[config.mk]
export PLATFORM = sky130hd
export DESIGN_NAME = outpkt_framer
export DESIGN_NICKNAME = d
export VERILOG_FILES = /design/src/rtl/outpkt_framer.sv
export SDC_FILE = /design/constraint.sdc
export NUM_CORES = 1
export LEC_CHECK = 0
export BUFFER_PORTS_ARGS = -buffer_cell sky130_fd_sc_hd__buf_2
export CORE_MARGIN = 2
export CORE_UTILIZATION = 40
export DETAILED_ROUTE_END_ITERATION = 10
export PLACE_DENSITY = 0.65
export SLEW_MARGIN = 20
export SYNTH_ARGS = -nofsm -noshare
export SYNTH_HDL_FRONTEND = slang
export SYNTH_SLANG_ARGS = --single-unit
[constraint.sdc]
create_clock -name CLK -period 2.3 [get_ports CLK]
set_input_delay 0.345 -clock CLK [delete_from_list [all_inputs] [get_ports CLK]]
set_output_delay 0.345 -clock CLK [all_outputs]
set_load 0.01 [all_outputs]
[src/rtl/outpkt_framer.sv]
// rtl/outpkt_framer.sv - header/payload/checksum packet framer feeding the output limit FIFO
// Optional trailing checksum word enabled by defining OUTPKT_CHECKSUM_EN.
module outpkt_framer #(
    parameter logic [7:0] VERSION = 8'h02,
    parameter int         WIDTH   = 16
) (
    input  logic             CLK,
    input  logic             rst,
    input  logic             pkt_start,
    input  logic [3:0]       pkt_type,
    input  logic [15:0]      pkt_id,
    input  logic [7:0]       pkt_len,
    output logic             pkt_ready,
    output logic             pkt_done,
    input  logic [WIDTH-1:0] din,
    input  logic             din_empty,
    output logic             din_rd_en,
    output logic [WIDTH-1:0] dout,
    output logic             wr_en,
    input  logic             full
);

    typedef enum logic [2:0] {
        S_IDLE,
        S_HDR0,
        S_HDR1,
        S_HDR2,
        S_DATA
`ifdef OUTPKT_CHECKSUM_EN
        , S_CSUM
`endif
    } state_t;

    state_t     state_q, state_d;
    logic [7:0] cnt_q, cnt_d;
    logic [3:0] type_q, type_d;
    logic [15:0] id_q, id_d;
    logic [7:0] len_q, len_d;
`ifdef OUTPKT_CHECKSUM_EN
    logic [15:0] acc_q, acc_d;
`endif

    always_ff @(posedge CLK) begin
        if (rst) begin
            state_q <= S_IDLE;
            cnt_q   <= '0;
            type_q  <= '0;
            id_q    <= '0;
            len_q   <= '0;
`ifdef OUTPKT_CHECKSUM_EN
            acc_q   <= '0;
`endif
        end else begin
            state_q <= state_d;
            cnt_q   <= cnt_d;
            type_q  <= type_d;
            id_q    <= id_d;
            len_q   <= len_d;
`ifdef OUTPKT_CHECKSUM_EN
            acc_q   <= acc_d;
`endif
        end
    end

    // Everything only advances on a transfer, so stalls freeze state, counter and accumulator.
    always_comb begin
        state_d = state_q;
        cnt_d   = cnt_q;
        type_d  = type_q;
        id_d    = id_q;
        len_d   = len_q;
`ifdef OUTPKT_CHECKSUM_EN
        acc_d   = acc_q;
        if (wr_en) begin
            acc_d = acc_q + dout;
        end
`endif
        case (state_q)
            S_IDLE: begin
                if (pkt_start && pkt_ready) begin
                    type_d  = pkt_type;
                    id_d    = pkt_id;
                    len_d   = pkt_len;
                    cnt_d   = pkt_len;
`ifdef OUTPKT_CHECKSUM_EN
                    acc_d   = '0;
`endif
                    state_d = S_HDR0;
                end
            end
            S_HDR0: if (wr_en) state_d = S_HDR1;
            S_HDR1: if (wr_en) state_d = S_HDR2;
            S_HDR2: begin
                if (wr_en) begin
                    if (len_q != 8'd0) begin
                        state_d = S_DATA;
                    end else begin
`ifdef OUTPKT_CHECKSUM_EN
                        state_d = S_CSUM;
`else
                        state_d = S_IDLE;
`endif
                    end
                end
            end
            S_DATA: begin
                if (wr_en) begin
                    cnt_d = cnt_q - 8'd1;
                    if (cnt_q == 8'd1) begin
`ifdef OUTPKT_CHECKSUM_EN
                        state_d = S_CSUM;
`else
                        state_d = S_IDLE;
`endif
                    end
                end
            end
`ifdef OUTPKT_CHECKSUM_EN
            S_CSUM: if (wr_en) state_d = S_IDLE;
`endif
            default: state_d = S_IDLE;
        endcase
    end

    // full reaches wr_en through logic only, so a full FIFO is never written.
    always_comb begin
        pkt_ready = 1'b0;
        pkt_done  = 1'b0;
        din_rd_en = 1'b0;
        wr_en     = 1'b0;
        dout      = '0;
        if (!rst) begin
            case (state_q)
                S_IDLE: pkt_ready = 1'b1;
                S_HDR0: begin
                    dout  = {VERSION, 4'h0, type_q};
                    wr_en = !full;
                end
                S_HDR1: begin
                    dout  = id_q;
                    wr_en = !full;
                end
                S_HDR2: begin
                    dout  = {8'h00, len_q};
                    wr_en = !full;
`ifndef OUTPKT_CHECKSUM_EN
                    pkt_done = !full && (len_q == 8'd0);
`endif
                end
                S_DATA: begin
                    dout      = din;
                    wr_en     = !full && !din_empty;
                    din_rd_en = !full && !din_empty;
`ifndef OUTPKT_CHECKSUM_EN
                    pkt_done  = !full && !din_empty && (cnt_q == 8'd1);
`endif
                end
`ifdef OUTPKT_CHECKSUM_EN
                S_CSUM: begin
                    dout     = ~acc_q;
                    wr_en    = !full;
                    pkt_done = !full;
                end
`endif
                default: ;
            endcase
        end
    end

endmodule

==> results of run 1 <==
worst max-delay path: stages, from the launching register on:
cell     delay, ns
dfxtp_2       0.41
or3b_4        0.44
o32a_1        0.34
nor3_1        0.19
buf_2         0.18
cell families after synthesis:
family	Yosys count	share of synthesized area [%]
flip-flops	39	36.9
adder cells (fa/ha/maj)	2	1.18
AO/OA/AOI/OAI	62	20.8
multiplexers	6	3.13
XOR/XNOR	1	0.414
buffers and inverters	26	7.09
AND/OR/NAND/NOR	135	30.5
metrics by stage:
| stage | instances | hold WS (ns) | power, mW | worst slack, ns | instance area (um2) |
|---|---|---|---|---|---|
| after floorplan | 271 | 0.432 | 1.19 | 0.461 | 2120 |
| after global placement | 401 | 0.444 | 1.35 | 0.276 | 2510 |
| after detailed placement | 401 | 0.448 | 1.35 | 0.271 | 2510 |
| after CTS | 409 | 0.215 | 1.95 | 0.0445 | 2640 |
| after global routing | 410 | 0.228 | 2.06 | 0.00747 | 2650 |
| final | 410 | 0.221 | 1.95 | 0.104 | 2650 |
timing repair:
item	in CTS	in global routing
pin swaps	0	1
endpoints found under the setup margin	13	10
hold endpoints to repair	0	0
resized for setup	2	1
setup buffers	0	1
area by class of cell:
| type | count | area share [%] |
|---|---|---|
| inverter | 4 | 0.568 |
| timing repair buffer | 83 | 17.1 |
| multi-input combinational | 206 | 44.9 |
| clock inverter | 2 | 1.32 |
| sequential | 39 | 29.6 |
| tap | 70 | 3.31 |
| clock buffer | 6 | 3.12 |
per-layer routing:
layer	global-route usage, %	vias up	routed length [um]
met1	26.8	961	2770
met4	7.09	0	87
met5	0	-	0
li1	-	1107	-
met3	4.12	6	278
met2	32.6	54	2690
where the power goes:
group | internal (mW) | switching (mW) | leakage, nW
clock network | 0.351 | 0.255 | 0.0612
logic | 0.234 | 0.287 | 0.837
registers | 0.753 | 0.0702 | 0.321
registers in the layout, indices dropped and copies added (netlist names):
signal / flops
len_q: 8
id_q: 16
cnt_q: 8
state_q: 3
type_q: 4
Yosys cell counts, drive strengths merged:
| cell type | number | area share (%) |
|---|---|---|
| xnor2 | 1 | 0.41 |
| nand3b | 1 | 0.35 |
| or2 | 2 | 0.59 |
| clkinv | 1 | 0.18 |
| buf | 11 | 4.4 |
| o21ai | 8 | 1.9 |
| a211oi | 1 | 0.35 |
| a211o | 1 | 0.41 |
| nor3b | 1 | 0.89 |
| and2 | 5 | 1.5 |
| nor2b | 6 | 1.8 |
| nand4 | 2 | 0.59 |
| inv | 3 | 0.53 |
| dfxtp | 39 | 37 |
| ha | 2 | 1.2 |
| a31o | 2 | 0.83 |
| a21oi | 12 | 2.8 |
| a2bb2oi | 1 | 0.41 |
| o32a | 1 | 0.47 |
| nor4 | 5 | 2.2 |
| a221oi | 1 | 0.41 |
| or3 | 2 | 0.59 |
| nand3 | 27 | 6.4 |
| a22oi | 17 | 6.7 |
| a32oi | 5 | 2.1 |
| nand2 | 58 | 10 |
| nor2 | 18 | 3.2 |
| mux2 | 5 | 2.7 |
| clkbuf | 11 | 2.0 |
| a22o | 4 | 1.7 |
| mux2i | 1 | 0.47 |
| o21a | 2 | 0.71 |
| or3b | 1 | 0.53 |
| nor3 | 7 | 1.7 |
| a31oi | 5 | 1.5 |
| o22ai | 2 | 0.59 |
worst min-delay path by stage:
stage | startpoint | end | slack, ns | cells after the start
final | pkt_id[10] | id_q[10] | 0.22 | 3
after global routing | pkt_id[8] | id_q[8] | 0.23 | 3
after CTS | pkt_id[10] | id_q[10] | 0.22 | 3
after detailed placement | id_q[9] | id_q[9] | 0.45 | 2
after global placement | id_q[6] | id_q[6] | 0.44 | 2
after floorplan | id_q[4] | id_q[4] | 0.43 | 2
==> flow_summary.json, run 1 <==
{
  "nets": 390,
  "antenna_found_initial": 0,
  "startpoint": "state_q[1]",
  "max_cap_violations": 0,
  "die_y_um": 76.8,
  "fin_util_pct": 51.8,
  "gr-total-overflow": 0,
  "finalCritPeriodShare_pct": 95.5,
  "io_buffers": 68,
  "grt_max_degree": 25,
  "synthesis.area_um2": 2120,
  "final_common_cell": "buf_2",
  "p_leak_nw": 1.22,
  "grt_pass1_wl_um": 9620,
  "pin_count": 69,
  "path_clk_slew_ns": 0.08,
  "synthCells": 271,
  "insertion_delay_ns": 0.30,
  "critPathRequiredTime_ns": 1.96,
  "gp_congestion": 0.846,
  "vias_per_cell": 5.19,
  "reg2reg_slack_ns": 0.55,
  "cts_root_buffer": "clkbuf_8",
  "crit_end": "pkt_done",
  "rows": 26,
  "initial_core_util_pct": 41.5,
  "dieArea_um2": 5890,
  "powerDensity_nw_per_um2": 737,
  "postSynthNetCount": 322,
  "grt_pass1_vias": 2000,
  "setup_tns_ns": 0,
  "ys.warnings.count": 0,
  "cts_buffer_depth": 2,
  "synth_area_per_cell_um2": 7.81,
  "r2r_end": "cnt_q[3]",
  "peakVddDrop_uv": 336,
  "setup_viol": 0,
  "numClockSinks": 39,
  "hold_buffers": 0,
  "min_period_ns": 2.20,
  "drc_errors": 0,
  "insertedDiodeCount": 0,
  "worst_setup_path_start_kind": "flip-flop",
  "seqCellArea_um2": 783,
  "worst_pin_slew_ns": 0.787,
  "drtPass1Iterations": 4,
  "htree_levels": 2,
  "slew_headroom_pct": 47.0,
  "status": "complete, no violations",
  "grt_usage_pct": 20.2,
  "cts_tree": "yes",
  "cts_buffers": 5,
  "arrival_ns": 1.85,
  "fin_worst_skew_ns": 0.00535,
  "cp_max_fo": 12,
  "ant_nets": 0,
  "hpwl_um": 4320,
  "ff2ff_path_depth": 4,
  "synth.ff_latch_count": 39,
  "drt_iter0_drc": 88,
  "layout_common_cells": "68 x buf_2, 58 x nand2_1, 37 x dfxtp_1, 27 x nand3_1, 18 x nor2_1",
  "area_delta_synth_final_pct": 24.9,
  "core_um2": 5110,
  "yosysUniqueCellTypes": 41,
  "n_fill_cell": 520,
  "rsz0062_at_grt": "false",
  "die_width_um": 76.8,
  "multi_input_area_um2": 1190,
  "crit_type": "flip-flop to output pin",
  "ys_seq_area_share_pct": 36.9,
  "reg2reg_from": "state_q[2]",
  "slew_violations": 0,
  "hold_violations": 0,
  "via_count": 2128,
  "totalWireLength_um": 5830,
  "fmax_mhz": 455,
  "hold_path.class": "input pin to flip-flop",
  "wl_per_cell_um": 14.2,
  "layout-drive-gt1-share_pct": 30.9,
  "cp-end-kind": "output pin"
}
Power figures use the tool's default switching activity.
==> inputs of run 2 (changes only) <==
==> constraint.sdc (replaced) <==
create_clock -name CLK -period 2.8 [get_ports CLK]
set_input_delay 0.42 -clock CLK [delete_from_list [all_inputs] [get_ports CLK]]
set_output_delay 0.42 -clock CLK [all_outputs]
set_load 0.01 [all_outputs]
==> run 2 against run 1 <==
Net effect:
- register-to-register slack improved by 0.07 ns
- utilization fell by 0.98 points
- first-iteration DRC count decreased by 26%
- critical path type unchanged
- global-route usage rose by 0.32 points
- wire length is 2.1% higher
- die area unchanged
- clock skew decreased by 0.0025 ns
- non-clock buffer count down 6
- worst hold slack gained 0.078 ns
- combinational power fell by 21%
==> flow_summary.json, run 2 (synthesis results as in run 1) <==
{
  "cts_tree": "yes",
  "ant_nets": 0,
  "cts_root_buffer": "clkbuf_8",
  "slew_violations": 0,
  "antenna_found_initial": 0,
  "cts_setup_buffers": 0,
  "final_cells": 404,
  "path_clk_slew_ns": 0.08,
  "hpwl_um": 4360,
  "via_count": 2150,
  "numClockSinks": 39,
  "totalWireLength_um": 5950,
  "crit_type": "flip-flop to output pin",
  "top_register": "id_q",
  "grt_usage_pct": 20.6,
  "startpoint": "state_q[2]",
  "cts_buffers": 5,
  "die_y_um": 76.8,
  "layout_common_cells": "68 x buf_2, 58 x nand2_1, 39 x dfxtp_1, 27 x nand3_1, 18 x nor2_1",
  "cp-end-kind": "output pin",
  "ctsResizeCount": 0,
  "rsz0062_at_grt": "false",
  "crit_family": "simple AND/OR/NAND/NOR gates",
  "cp.buffers_inverters": 1,
  "layout-drive-gt1-share_pct": 28.7,
  "grt_max_degree": 25,
  "worst_setup_path_start_kind": "flip-flop",
  "cts_buffer_depth": 2,
  "grt_pass1_wl_um": 9820,
  "peakVddDrop_uv": 304,
  "nets": 384,
  "core_um2": 5110,
  "insertedDiodeCount": 0,
  "slowest_delay_ns": 0.57,
  "finalCritPeriodShare_pct": 91.0,
  "min_period_ns": 2.55,
  "cp_max_fo": 13,
  "setup_tns_ns": 0,
  "max_cap_violations": 0,
  "pin_count": 69,
  "reg.largest.list": "id_q (16), cnt_q (8), len_q (8)",
  "io_buffers": 68,
  "final_common_cell": "buf_2",
  "fmax_mhz": 392,
  "hold_path.class": "input pin to flip-flop",
  "vias_per_cell": 5.32,
  "gr-total-overflow": 0,
  "hold_buffers": 0,
  "multi_input_area_um2": 1190,
  "path_cells": "or3b_4, o32a_1, nor3_1, buf_2",
  "placedCellCount": 396,
  "drtPass1Iterations": 4,
  "p_leak_nw": 1.19,
  "wl_per_cell_um": 14.7,
  "fin_worst_skew_ns": 0.00290,
  "n_fill_cell": 537,
  "grt_pass1_vias": 2091,
  "area_delta_synth_final_pct": 22.6,
  "hold_violations": 0,
  "drt_iter0_drc": 65,
  "insertion_delay_ns": 0.30,
  "reg2reg_from": "state_q[0]",
  "dieArea_um2": 5890,
  "cp_slowest_cell": "dfxtp_1",
  "critPathRequiredTime_ns": 2.38,
  "gp_congestion": 0.862,
  "status": "complete, no violations",
  "seqCellArea_um2": 781,
  "rows": 26,
  "arrival_ns": 2.13,
  "drc_errors": 0,
  "die_width_um": 76.8,
  "setup_viol": 0,
  "powerDensity_nw_per_um2": 609,
  "hp-start": "pkt_id[10]",
  "htree_levels": 2,
  "initial_core_util_pct": 41.5,
  "worst_pin_slew_ns": 0.804,
  "slew_headroom_pct": 45.9,
  "largest_register_ffs": 16
}
## run 2: cell types whose count changed in the layout (fill, tap and decap cells not counted)
cell,change
buf_4,-6
dfxtp_1,+2
dfxtp_2,-2
nor2b_1,+1
nor2b_2,-1
## run 2: layout make-up
cell class | instances | share of cell area, %
repair buffers | 77 | 15.7
multi-input cells | 206 | 45.7
well taps | 70 | 3.38
inverters | 4 | 0.579
clock inverters | 2 | 1.35
flip-flops and latches | 39 | 30.1
clock buffers | 6 | 3.18
## run 2: final timing paths
check        endpoint  slack [ns]  depth (start not counted)
min reg2reg   id_q[2]        0.46                          2
max reg2reg  cnt_q[0]        0.62                          6
min          id_q[10]        0.30                          3
max          pkt_done        0.25                          4
## run 2: worst reg2reg max path: cells and delay by family, from the launching register on
| family | cells | cell delay, ns |
|---|---|---|
| compound gates | 1 | 0.16 |
| buf+inv | 2 | 0.52 |
| flops | 1 | 0.45 |
| simple gates | 3 | 0.98 |
## run 2: metrics by stage
stage	utilization [%]	power, mW	setup slack (ns)	hold slack, ns	cell area (um2)
final	50.8	1.58	0.252	0.300	2590
after global routing	50.8	1.67	0.0242	0.311	2590
after CTS	50.8	1.59	0.262	0.297	2590
after detailed placement	48.5	1.10	0.611	0.445	2480
after global placement	48.5	1.09	0.591	0.441	2480
after floorplan	-	0.977	0.886	0.432	2120
## run 2: layer usage
| layer | routed length, um | vias up | track usage, % |
|---|---|---|---|
| met4 | 82 | 0 | 8.18 |
| met2 | 2800 | 61 | 33.0 |
| met5 | 0 | - | 0 |
| met1 | 2780 | 997 | 27.0 |
| met3 | 291 | 6 | 4.12 |
| li1 | - | 1086 | - |
## run 2: report_power, final
| part | internal [mW] | total [mW] | switching, mW | leakage, nW |
|---|---|---|---|---|
| Sequential | 0.618 | 0.679 | 0.0610 | 0.320 |
| Clock | 0.288 | 0.493 | 0.204 | 0.0612 |
| Combinational | 0.177 | 0.410 | 0.233 | 0.808 |
| Total | 1.08 | 1.58 | 0.498 | 1.19 |
==> inputs of run 3 (changes only) <==
--- a/config.mk
+++ b/config.mk
@@ -10,6 +10,7 @@
 export CORE_UTILIZATION = 40
 export DETAILED_ROUTE_END_ITERATION = 10
 export PLACE_DENSITY = 0.65
+export REMOVE_ABC_BUFFERS = 1
 export SLEW_MARGIN = 20
 export SYNTH_ARGS = -nofsm -noshare
 export SYNTH_HDL_FRONTEND = slang
==> run 3 against run 2 <==
Net effect:
- worst hold slack gained 0.0064 ns
- total power shrank 6.2%
- cell area decreased by 1.5%
- register-to-register slack gained 0.09 ns
- cell count fell by 0.74%
- sequential power grew 0.9%
- largest cell class unchanged
- largest power group unchanged
- highest routed layer unchanged
==> flow_summary.json, run 3 (synthesis results as in run 1) <==
{
  "cts_buffers": 5,
  "numClockSinks": 39,
  "gr-total-overflow": 0,
  "powerDensity_nw_per_um2": 581,
  "nets": 381,
  "rows": 26,
  "fmax_mhz": 390,
  "final_cells": 401,
  "reg2reg_slack_ns": 0.71,
  "p_leak_nw": 1.16,
  "reg.largest.list": "id_q (16), cnt_q (8), len_q (8)",
  "cts_root_buffer": "clkbuf_8",
  "crit_end": "pkt_done",
  "min_period_ns": 2.57,
  "peakVddDrop_uv": 232,
  "power_frac_seq_pct": 46.2,
  "ant_nets": 0,
  "die_y_um": 76.8,
  "pin_count": 69,
  "grt_usage_pct": 19.2,
  "cts_setup_buffers": 0,
  "ff2ff_path_depth": 5,
  "layout_common_cells": "68 x buf_2, 58 x nand2_1, 39 x dfxtp_1, 27 x nand3_1, 18 x nor2_1",
  "reg2reg_from": "state_q[0]",
  "finalCritPeriodShare_pct": 91.7,
  "setup_viol": 0,
  "switchingPower_mw": 0.470,
  "internal-power_mw": 1.01,
  "grt_pass1_wl_um": 9110,
  "slew_headroom_pct": 47.9,
  "fin_worst_skew_ns": 0.00374,
  "path_clk_slew_ns": 0.07,
  "hold_path.class": "input pin to flip-flop",
  "largest_register_ffs": 16,
  "crit_type": "flip-flop to output pin",
  "placedCellCount": 393,
  "pwr-share-clk_pct": 27.8,
  "grt_max_degree": 25,
  "cts_tree": "yes",
  "drt_iter0_drc": 94,
  "drc_errors": 0,
  "dieArea_um2": 5890,
  "io_buffers": 68,
  "initial_core_util_pct": 41.5,
  "insertedDiodeCount": 0,
  "htree_levels": 2,
  "status": "complete, no violations",
  "r2r_end": "cnt_q[0]",
  "via_count": 2099,
  "grt_pass1_vias": 1990,
  "pwr-share-comb_pct": 26.0,
  "worst_setup_path_start_kind": "flip-flop",
  "cp_max_fo": 17,
  "wl_per_cell_um": 13.4,
  "core_um2": 5110,
  "antenna_found_initial": 0,
  "gp_congestion": 0.917,
  "ctsResizeCount": 0,
  "area_delta_synth_final_pct": 20.7,
  "sw_frac_of_total_pct": 31.7,
  "startpoint": "state_q[2]",
  "slew_violations": 0,
  "insertion_delay_ns": 0.29,
  "top_register": "id_q",
  "cp-end-kind": "output pin",
  "setup_tns_ns": 0,
  "drtPass1Iterations": 6,
  "worst_pin_slew_ns": 0.774,
  "rsz0062_at_grt": "false",
  "layout-drive-gt1-share_pct": 27.8,
  "critPathRequiredTime_ns": 2.38,
  "cts_buffer_depth": 2,
  "vias_per_cell": 5.23,
  "die_width_um": 76.8,
  "arrival_ns": 2.15,
  "totalWireLength_um": 5380,
  "whs_ns": 0.306,
  "fin_util_pct": 50.0,
  "max_cap_violations": 0,
  "hold_buffers": 0,
  "hold_violations": 0,
  "final_common_cell": "buf_2",
  "hpwl_um": 3910
}
==> run 3: cell types whose count changed in the layout (fill, tap and decap cells not counted) <==
cell,change
clkbuf_1,+1
buf_4,-3
clkbuf_8,+1
clkinv_2,-1
bufinv_16,-1
==> run 3: power groups by stage <==
| stage | logic [mW] | clock network, mW | registers (mW) |
|---|---|---|---|
| detailed placement | 0.387 | 0 | 0.695 |
| global placement | 0.386 | 0 | 0.696 |
| global route | 0.438 | 0.453 | 0.694 |
| CTS | 0.389 | 0.424 | 0.684 |
| finish | 0.386 | 0.413 | 0.685 |
| floorplan | 0.257 | 0 | 0.679 |
==> run 3: worst min-delay path by stage <==
stage               cells past startpoint   startpoint  slack [ns]   endpoint
floorplan                               2      id_q[4]        0.43    id_q[4]
global placement                        2      id_q[4]        0.44    id_q[4]
detailed placement                      2     id_q[12]        0.45   id_q[12]
CTS                                     3    pkt_id[2]        0.30    id_q[2]
global route                            3    pkt_id[2]        0.29    id_q[2]
finish                                  3  pkt_type[3]        0.31  type_q[3]
==> run 3: through the flow <==
stage          power [mW]  cell area (um2)  setup slack, ns
2_1_floorplan       0.936             1980            0.602
3_3_place_gp         1.08             2450            0.592
3_5_place_dp         1.08             2450            0.571
4_1_cts              1.50             2550            0.232
5_1_grt              1.58             2550           0.0163
6_report             1.48             2550            0.233
==> run 3: area by class of cell <==
cell class,instances,area (um2)
inverters,4,15.0
multi-input cells,206,1190
repair buffers,74,385
well taps,70,87.6
clock buffers,8,100
fillers,523,2550
flip-flops and latches,39,781
==> run 3: layer usage <==
metal  routed length, um  global-route usage (%)
met1                2480                    25.7
met2                2470                    30.1
met3                 387                    4.94
met4                  40                    6.18
met5                   0                       0
==> run 3: critical path, stage by stage (launching register included) <==
cell	delay, ns
dfxtp_1	0.67
or3b_4	0.53
o32a_1	0.37
nor3_1	0.13
buf_2	0.15
